## src/rtl/mem_port_arbiter_if.sv

```systemverilog
// Shared memory-port bundle: I/D cache miss-engine handshakes plus the main-memory beat port.
// The master modport is the arbiter's view; slave is the caches-plus-memory view.
interface mem_port_arbiter_if;
   logic        i_req;
   logic [31:0] i_addr;
   logic        i_gnt;
   logic        i_rvalid;
   logic [31:0] i_rdata;
   logic        i_done;

   logic        d_req;
   logic        d_we;
   logic [31:0] d_addr;
   logic [31:0] d_wdata;
   logic        d_wnext;
   logic        d_gnt;
   logic        d_rvalid;
   logic [31:0] d_rdata;
   logic        d_done;

   logic        mem_req;
   logic        mem_we;
   logic [31:0] mem_addr;
   logic [31:0] mem_wdata;
   logic        mem_ready;
   logic [31:0] mem_rdata;

   modport master (
      input  i_req, i_addr, d_req, d_we, d_addr, d_wdata, mem_ready, mem_rdata,
      output i_gnt, i_rvalid, i_rdata, i_done,
      output d_wnext, d_gnt, d_rvalid, d_rdata, d_done,
      output mem_req, mem_we, mem_addr, mem_wdata
   );

   modport slave (
      output i_req, i_addr, d_req, d_we, d_addr, d_wdata, mem_ready, mem_rdata,
      input  i_gnt, i_rvalid, i_rdata, i_done,
      input  d_wnext, d_gnt, d_rvalid, d_rdata, d_done,
      input  mem_req, mem_we, mem_addr, mem_wdata
   );
endinterface

```

## src/rtl/mem_port_arbiter.sv

```systemverilog
// Round-robin I/D line-burst arbiter: grant cycle + 2^LINE_ADDR_LEN beats + one DONE cycle.
// Backpressure: mem_ready low stalls the beat counter and holds address/control; no timeout.
module mem_port_arbiter #(
   parameter int LINE_ADDR_LEN = 3
) (
   input  logic                clk,
   input  logic                rst,
   mem_port_arbiter_if.master  bus
);
   localparam int BL = 1 << LINE_ADDR_LEN;
   localparam int CW = (LINE_ADDR_LEN > 0) ? LINE_ADDR_LEN : 1;
   localparam logic [CW-1:0] CNT_LAST = CW'(BL - 1);
   localparam logic [CW-1:0] CNT_ONE  = CW'(1);
   localparam logic [31:0]   LINE_MASK = ~((32'd1 << (LINE_ADDR_LEN + 2)) - 32'd1);

   localparam logic [1:0] IDLE   = 2'd0;
   localparam logic [1:0] BUSY_I = 2'd1;
   localparam logic [1:0] BUSY_D = 2'd2;
   localparam logic [1:0] DONE   = 2'd3;

   localparam logic OWN_I = 1'b0;
   localparam logic OWN_D = 1'b1;

   logic [1:0]    state;
   logic          owner;
   logic          we_lat;
   logic          last_owner;
   logic [31:0]   base;
   logic [CW-1:0] cnt;

   logic busy_i, busy_d, busy, in_done, beat, last_beat, pick_d;

   assign busy_i    = (state == BUSY_I);
   assign busy_d    = (state == BUSY_D);
   assign busy      = busy_i | busy_d;
   assign in_done   = (state == DONE);
   assign beat      = busy & bus.mem_ready;
   assign last_beat = beat & (cnt == CNT_LAST);

   // D wins when alone, or on a tie when I was served last.
   assign pick_d = bus.d_req & (~bus.i_req | (last_owner == OWN_I));

   always_ff @(posedge clk) begin
      if (!rst) begin
         state      <= IDLE;
         owner      <= OWN_I;
         we_lat     <= 1'b0;
         last_owner <= OWN_I;
         base       <= 32'd0;
         cnt        <= '0;
      end else begin
         case (state)
            IDLE: begin
               if (bus.i_req | bus.d_req) begin
                  state      <= pick_d ? BUSY_D : BUSY_I;
                  owner      <= pick_d ? OWN_D : OWN_I;
                  last_owner <= pick_d ? OWN_D : OWN_I;
                  we_lat     <= pick_d & bus.d_we;
                  base       <= (pick_d ? bus.d_addr : bus.i_addr) & LINE_MASK;
                  cnt        <= '0;
               end
            end
            BUSY_I, BUSY_D: begin
               if (last_beat) begin
                  cnt   <= '0;
                  state <= DONE;
               end else if (beat) begin
                  cnt <= cnt + CNT_ONE;
               end
            end
            default: state <= IDLE;
         endcase
      end
   end

   assign bus.mem_req   = busy;
   assign bus.mem_we    = busy & we_lat;
   assign bus.mem_addr  = busy ? (base + {{(30 - CW){1'b0}}, cnt, 2'b00}) : 32'd0;
   assign bus.mem_wdata = busy_d ? bus.d_wdata : 32'd0;

   assign bus.i_gnt    = busy_i | (in_done & (owner == OWN_I));
   assign bus.i_done   = in_done & (owner == OWN_I);
   assign bus.i_rvalid = beat & busy_i;
   assign bus.i_rdata  = (beat & busy_i) ? bus.mem_rdata : 32'd0;

   assign bus.d_gnt    = busy_d | (in_done & (owner == OWN_D));
   assign bus.d_done   = in_done & (owner == OWN_D);
   assign bus.d_rvalid = beat & busy_d & ~we_lat;
   assign bus.d_rdata  = (beat & busy_d & ~we_lat) ? bus.mem_rdata : 32'd0;
   assign bus.d_wnext  = beat & busy_d & we_lat;
endmodule

```

## src/flat_wrapper.sv

```systemverilog
// flat-port wrapper written by rule: the top's interface ports become plain ports
module mem_port_arbiter_flat 
#(
   parameter int LINE_ADDR_LEN = 3
)
  (clk, rst, bus_i_req, bus_i_addr, bus_d_req, bus_d_we, bus_d_addr, bus_d_wdata, bus_mem_ready, bus_mem_rdata, bus_i_gnt, bus_i_rvalid, bus_i_rdata, bus_i_done, bus_d_wnext, bus_d_gnt, bus_d_rvalid, bus_d_rdata, bus_d_done, bus_mem_req, bus_mem_we, bus_mem_addr, bus_mem_wdata);
  mem_port_arbiter_if bus_i ();
  input  logic clk;
  input  logic rst;
  input wire logic [$bits(bus_i.i_req)-1:0] bus_i_req;
  input wire logic [$bits(bus_i.i_addr)-1:0] bus_i_addr;
  input wire logic [$bits(bus_i.d_req)-1:0] bus_d_req;
  input wire logic [$bits(bus_i.d_we)-1:0] bus_d_we;
  input wire logic [$bits(bus_i.d_addr)-1:0] bus_d_addr;
  input wire logic [$bits(bus_i.d_wdata)-1:0] bus_d_wdata;
  input wire logic [$bits(bus_i.mem_ready)-1:0] bus_mem_ready;
  input wire logic [$bits(bus_i.mem_rdata)-1:0] bus_mem_rdata;
  output wire logic [$bits(bus_i.i_gnt)-1:0] bus_i_gnt;
  output wire logic [$bits(bus_i.i_rvalid)-1:0] bus_i_rvalid;
  output wire logic [$bits(bus_i.i_rdata)-1:0] bus_i_rdata;
  output wire logic [$bits(bus_i.i_done)-1:0] bus_i_done;
  output wire logic [$bits(bus_i.d_wnext)-1:0] bus_d_wnext;
  output wire logic [$bits(bus_i.d_gnt)-1:0] bus_d_gnt;
  output wire logic [$bits(bus_i.d_rvalid)-1:0] bus_d_rvalid;
  output wire logic [$bits(bus_i.d_rdata)-1:0] bus_d_rdata;
  output wire logic [$bits(bus_i.d_done)-1:0] bus_d_done;
  output wire logic [$bits(bus_i.mem_req)-1:0] bus_mem_req;
  output wire logic [$bits(bus_i.mem_we)-1:0] bus_mem_we;
  output wire logic [$bits(bus_i.mem_addr)-1:0] bus_mem_addr;
  output wire logic [$bits(bus_i.mem_wdata)-1:0] bus_mem_wdata;
  assign bus_i.i_req = bus_i_req;
  assign bus_i.i_addr = bus_i_addr;
  assign bus_i.d_req = bus_d_req;
  assign bus_i.d_we = bus_d_we;
  assign bus_i.d_addr = bus_d_addr;
  assign bus_i.d_wdata = bus_d_wdata;
  assign bus_i.mem_ready = bus_mem_ready;
  assign bus_i.mem_rdata = bus_mem_rdata;
  assign bus_i_gnt = bus_i.i_gnt;
  assign bus_i_rvalid = bus_i.i_rvalid;
  assign bus_i_rdata = bus_i.i_rdata;
  assign bus_i_done = bus_i.i_done;
  assign bus_d_wnext = bus_i.d_wnext;
  assign bus_d_gnt = bus_i.d_gnt;
  assign bus_d_rvalid = bus_i.d_rvalid;
  assign bus_d_rdata = bus_i.d_rdata;
  assign bus_d_done = bus_i.d_done;
  assign bus_mem_req = bus_i.mem_req;
  assign bus_mem_we = bus_i.mem_we;
  assign bus_mem_addr = bus_i.mem_addr;
  assign bus_mem_wdata = bus_i.mem_wdata;
  mem_port_arbiter #(.LINE_ADDR_LEN(LINE_ADDR_LEN)) u_core (.clk(clk), .rst(rst), .bus(bus_i));
endmodule
```

## config.mk

```make
export PLATFORM = sky130hd
export DESIGN_NAME = mem_port_arbiter_flat
export DESIGN_NICKNAME = d
export VERILOG_FILES = /design/src/rtl/mem_port_arbiter_if.sv /design/src/rtl/mem_port_arbiter.sv /design/src/flat_wrapper.sv
export SDC_FILE = /design/constraint.sdc
export NUM_CORES = 1
export LEC_CHECK = 0
export BUFFER_PORTS_ARGS = -buffer_cell sky130_fd_sc_hd__buf_2
export CORE_AREA = 2 2 105 107
export DETAILED_ROUTE_END_ITERATION = 7
export DIE_AREA = 0 0 107 109
export HOLD_SLACK_MARGIN = 0.03
export SLEW_MARGIN = 20
export SYNTH_ARGS = -nofsm -noshare
export SYNTH_HDL_FRONTEND = slang
export SYNTH_SLANG_ARGS = --single-unit
```

## constraint.sdc

```tcl
create_clock -name clk -period 2.94 [get_ports clk]
set_input_delay 0.882 -clock clk [delete_from_list [all_inputs] [get_ports clk]]
set_output_delay 0.882 -clock clk [all_outputs]
set_load 0.02 [all_outputs]
```

# After elaboration in Yosys (flattened, before gate mapping)
# Index checks and enable logic that the tools add are counted.
dict set report totals {
  ff_bits 34
  latchBits 0
  ram_bits 0
  romBits 0
  out_inout_bits 137
  word_cells 53
  memories 0
}
dict set report classes {
  add_sub_neg 2
  mul 0
  div 0
  n_lt_le_gt_ge 0
  eq_ne 7
  n_shift 0
  n_mux 14
  bitwise 19
  reduce_logical 6
}
# op n
set op_table {}
lappend op_table {{$mux W32} 5}
lappend op_table {{$add A32 B5 Y32} 1}
lappend op_table {{$and A1 B1 Y1} 11}
lappend op_table {{$mux W3} 3}
lappend op_table {{$mux W2} 3}
lappend op_table {{$pmux W3 S2} 1}
lappend op_table {{$or A1 B1 Y1} 5}
lappend op_table {{$eq A2 B2 Y1 const B} 2}
lappend op_table {{$ne A2 B1 Y1 const B} 2}
lappend op_table {{$pmux W2 S2} 1}
lappend op_table {{$reduce_and A2 Y1} 2}
lappend op_table {{$add A3 B1 Y3 const B} 1}
lappend op_table {{$eq A3 B3 Y1 const B} 1}
lappend op_table {{$ne A3 B1 Y1 const B} 1}
lappend op_table {{$not A1 Y1} 3}
lappend op_table {{$reduce_and A3 Y1} 1}
lappend op_table {{$eq A2 B1 Y1 const B} 1}
lappend op_table {{$logic_not A2 Y1} 1}
lappend op_table {{$reduce_bool A2 Y1} 1}
lappend op_table {{$reduce_or A2 Y1} 1}
lappend op_table {{$mux W1} 1}

# Depth between registers and ports, before layout
dict set report depth {
  word_depth 6
  mapped_depth 7
}

# Least setup slack after synthesis
# OpenSTA, ideal clock, no wires.
dict set report synth_timing {
  kind {reg2out}
  start {register u_core.state[0]}
  end {output bus_d_rdata[22]}
  t_arrival_ns 1.807
  required_time_ns 2.058
  setup_slack_ns 0.251
  path_stages_with_launch 8
  n_path_buf 2
  cell_sequence {dfxtp_1 -> inv_1 -> ha_1 -> buf_2 -> nand3_1 -> nor2_1 -> buf_2 -> and2_1}
}
dict set report synth_between {
  elab_chain_len 6
}
# item line_no
set synth_lines {}
lappend synth_lines {{start, declared} mem_port_arbiter.sv:24} ;# logic [1:0] state;
lappend synth_lines {{start signal, assigned} mem_port_arbiter.sv:55} ;# state <= pick_d ? BUSY_D : BUSY_I;
lappend synth_lines {{$eq A2 B1 Y1 or $eq A2 B2 Y1 (tied branches)} {mem_port_arbiter.sv:33, mem_port_arbiter.sv:34}}
lappend synth_lines {{$or A1 B1 Y1 *} mem_port_arbiter.sv:35} ;# assign busy = busy_i | busy_d;
lappend synth_lines {{named net bus_mem_req} flat_wrapper.sv:27} ;# output wire logic [$bits(bus_i.mem_req)-1:0] bus_mem_req;
lappend synth_lines {{$and A1 B1 Y1 *} mem_port_arbiter.sv:37} ;# assign beat = busy & bus.mem_ready;
lappend synth_lines {{$and A1 B1 Y1 * (2 in a row)} --}
lappend synth_lines {{named net bus_d_rvalid} flat_wrapper.sv:24} ;# output wire logic [$bits(bus_i.d_rvalid)-1:0] bus_d_rvalid;
lappend synth_lines {{$mux W32 *} mem_port_arbiter.sv:89} ;# assign bus.d_rdata = (beat & busy_d & ~we_lat) ? bus.mem_rdata : 32'd0;
lappend synth_lines {{end, declared} flat_wrapper.sv:25} ;# output wire logic [$bits(bus_i.d_rdata)-1:0] bus_d_rdata;
# Mark *: on every way through the listed nets, which the timed path passes. The rest lies on a longest branch.

# Final worst setup path
dict set report layout_timing {
  start {register u_core.state[1]}
  end {output bus_i_rdata[23]}
}
dict set report layout_between {
  elab_chain_len 5
}
# item line_no
set layout_lines {}
lappend layout_lines {{$eq A2 B1 Y1 or $eq A2 B2 Y1 (tied branches)} {mem_port_arbiter.sv:33, mem_port_arbiter.sv:34}}
lappend layout_lines {{$or A1 B1 Y1} mem_port_arbiter.sv:35}
lappend layout_lines {{$and A1 B1 Y1} mem_port_arbiter.sv:37}
lappend layout_lines {{$and A1 B1 Y1 *} mem_port_arbiter.sv:84} ;# assign bus.i_rdata = (beat & busy_i) ? bus.mem_rdata : 32'd0;
lappend layout_lines {{$mux W32 *} mem_port_arbiter.sv:84}
lappend layout_lines {{end, declared} flat_wrapper.sv:20} ;# output wire logic [$bits(bus_i.i_rdata)-1:0] bus_i_rdata;
# Every way passes the cells marked *; elsewhere a longest branch is shown, timed or not.

==> qor.tcl <==
set qor(count_of_flip_flops_with_a_built_in_enable_after_synthesis) 0
set qor(synth_async_sr_flop_share) 0
set qor(worst_skew_late_latency_ps) 290
set qor(fin_worst_skew_ps) 7.85
set qor(layout_setup_ws_ps) 200
set qor(critical_path.startpoint_type) {register}
set qor(vias) 3087
set qor(synth_commonest_cells) {97 x and2_1, 34 x dfxtp_1, 33 x and3_1, 32 x a21oi_1, 29 x o21ai_0}
set qor(outcome) {finished clean}
set qor(dp_worst_setup_slack_ps) 201
set qor(final_cell_count_no_fill) 704
set qor(max-clock-path-buffers) 2
set qor(yosysTopAreaCellShare) 0.269
set qor(cts_max_level) 2
set qor(insertedDiodeCount) 0
set qor(power.internal_mw) 1.62
set qor(tritoncts.num_buffers) 5
set qor(route.final.wire_length_mm) 9.35
set qor(finalPower_mw) 3.05
set qor(fin_crit_ps) 2740
set qor(clock_tree.root_cell) {clkbuf_8}
set qor(syn2layout_area_growth_pct) 61.4
set qor(drc_markers) 0
set qor(design.final.nets) 703
set qor(synthMostInstantiatedCell) {and2_1}
set qor(synth.ff_latch_count) 34
set qor(crit_path_max_incr_delay_ps) 710
set qor(path_cells) {inv_1 -> ha_1 -> and3_1 -> buf_2}
set qor(number_of_hold_violations_in_the_final_report) 0
set qor(placement_rows) 38
set qor(post_synth_num_cell_types) 31
set qor(die_w_um) 107
set qor(clock_sink_count) 34
set qor(synth_top_area_cell) {dfxtp_1}
set qor(post_cts_setup_driven_buffer_insertion_count) 0
set qor(clk_transition_reported_paths_ps) 70
set qor(timing.setup.tns_ps) 0
set qor(cp_max_fo) 34
set qor(combinationalPowerShare) 0.607
set qor(ctsHoldBuffers) 0
set qor(dp.cells) 696
set qor(place_hpwl_mm) 7.48
set qor(floorplan.core_area_um2) 10600
set qor(maximum_number_of_pins_on_one_net_before_global_route_repair) 55
set qor(clockPowerShare) 0.172
set qor(portBuffers) 258
set qor(grt_pass1_vias) 2711
set qor(cts_tree) {done}
set qor(cp_top_family) {adder cells}
set qor(grt_use_total) 0.144
set qor(power.density_nw_per_um2) 748
set qor(hold_path.class) {register to register}
set qor(synth.yosys.seq_area_share) 0.269
set qor(finalMaxSlewViolations) 0
set qor(cp-end-kind) {output pin}
set qor(syn-instance-count) 323
set qor(grt_first_pass_wirelength_mm) 13.5
set qor(critical_path_required_ps) 2060
set qor(syn-cell-area_um2) 2530
set qor(via_to_cell_ratio) 4.38
set qor(yosys-top-cells-area) {dfxtp_1 27%, and2_1 24%, mux2i_1 11%, and3_1 8.2%, a21oi_1 6.3%}
set qor(post_cts_resize_count) 0
set qor(worst_path_max_delay_cell) {ha_1}
set qor(place_congestion) 0.800
set qor(die_y_um) 109
set qor(first_iter_violations) 132
set qor(ratio_of_cells_with_drive_above_1_in_the_final_layout) 0.493
set qor(sequentialPowerShare) 0.221
set qor(dr.pass1.iters) 4
set qor(power.switching_fraction) 0.471
set qor(static-leakage-power_nw) 2.49
set qor(timing_worst_slew_pin_value_ps) 849
set qor(timing.slew.headroom) 0.434
set qor(fin_util) 0.385
set qor(drt.antenna.violating_nets) 0
set qor(yosysWarningCount) 0
set qor(final_setup_violating_endpoints) 0
set qor(syn_area_per_cell_um2) 7.83
set qor(critPathBufInv) 2
set qor(timing.setup.critical_path_class) {register to output pin}
set qor(power_switching_mw) 1.44
set qor(grt.overflow.total) 0
set qor(ioPinCount) 271
set qor(total_die_area_um2) 11700
set qor(yosys_most_used_dff) {dfxtp_1}
set qor(finalCritPeriodShare) 0.932
set qor(timing.fmax_mhz) 365
set qor(critical_path_arrival_ps) 1860
set qor(filler_cell_count) 1091
set qor(start_util) 0.238
set qor(worst_supply_voltage_drop_on_vdd_mv) 0.472
set qor(grt_antenna_before_repair) 0
set qor(avgRoutedWirePerCell_um) 13.3
set qor(grt_setup_unrepaired) {false}
set qor(max_cap_viol_count) 0
==> path summary, 6_finish.rpt <==
check,start,end,slack [ps],cells past startpoint
setup reg to reg,u_core.state[1],u_core.cnt[0],800,6
hold / removal,u_core.cnt[2],u_core.cnt[2],500,2
hold reg to reg,u_core.cnt[2],u_core.cnt[2],500,2
setup / recovery,u_core.state[1],bus_i_rdata[23],200,4
==> layer usage <==
metal / wire length, µm / share of wire / track usage
met1: 4040 / 0.43 / 0.176
met4: 31 / 0.0033 / 0.0288
met2: 4520 / 0.48 / 0.263
met3: 761 / 0.081 / 0.0293
met5: 0 / 0 / 0
==> registers in the layout, indices dropped and copies added (netlist names) <==
register / cells
u_core.base: 27
u_core.cnt: 3
u_core.owner: 1
u_core.state: 2
u_core.we_lat: 1
==> layout by cell type, fill, tap and decap left out, types with 2 or more instances in the layout <==
master and instances:
and2_1 97, nor2_1 3, o21ai_0 29, buf_12 3, o31ai_1 3, a21oi_1 32
bufinv_16 2, or2_2 3, buf_2 258, ha_1 6, nand3b_1 2, or4_1 3
and3_1 33, buf_4 3, dfxtp_1 34, clkbuf_8 5, inv_1 4, nor2b_1 2
mux2i_1 27, conb_1 2
==> worst min-delay path, cell delays in order (launching register included) <==
cell,delay [ps]
dfxtp_1,330
o31ai_1,60
a21oi_1,60
==> through the flow <==
stage,hold slack (ps),instance area [µm²]
3_3_place_gp,485,3940
2_1_floorplan,456,2530
5_1_grt,525,4080
3_5_place_dp,494,3940
6_report,498,4080
4_1_cts,506,4080
==> cell type report <==
cell class | instances | area (µm²) | area share
clock buffers | 5 | 68.8 | 0.0169
clock inverters | 3 | 68.8 | 0.0169
inverters | 4 | 15.0 | 0.00368
multi-input cells | 254 | 1700 | 0.416
flip-flops and latches | 34 | 681 | 0.167
well taps | 140 | 175 | 0.0429
repair buffers | 264 | 1370 | 0.337
==> cell families (layout without fill, tap and decap cells) <==
kind of cell,count (synthesis),in the layout,synth area share
other cells,1,2,0.00148
simple gates,146,146,0.366
mux,27,27,0.107
compound gates,73,73,0.163
flops,34,34,0.269
fa+ha+maj,6,6,0.0297
buf+inv,36,276,0.0633
==> power by group through the flow <==
stage	combinational [mW]	sequential, mW	clock [mW]
global route	2.02	0.693	0.563
floorplan	1.30	0.654	0
global placement	1.83	0.673	0
detailed placement	1.86	0.678	0
finish	1.85	0.674	0.526
CTS	1.86	0.672	0.548
(Power assumes the default switching activity.)
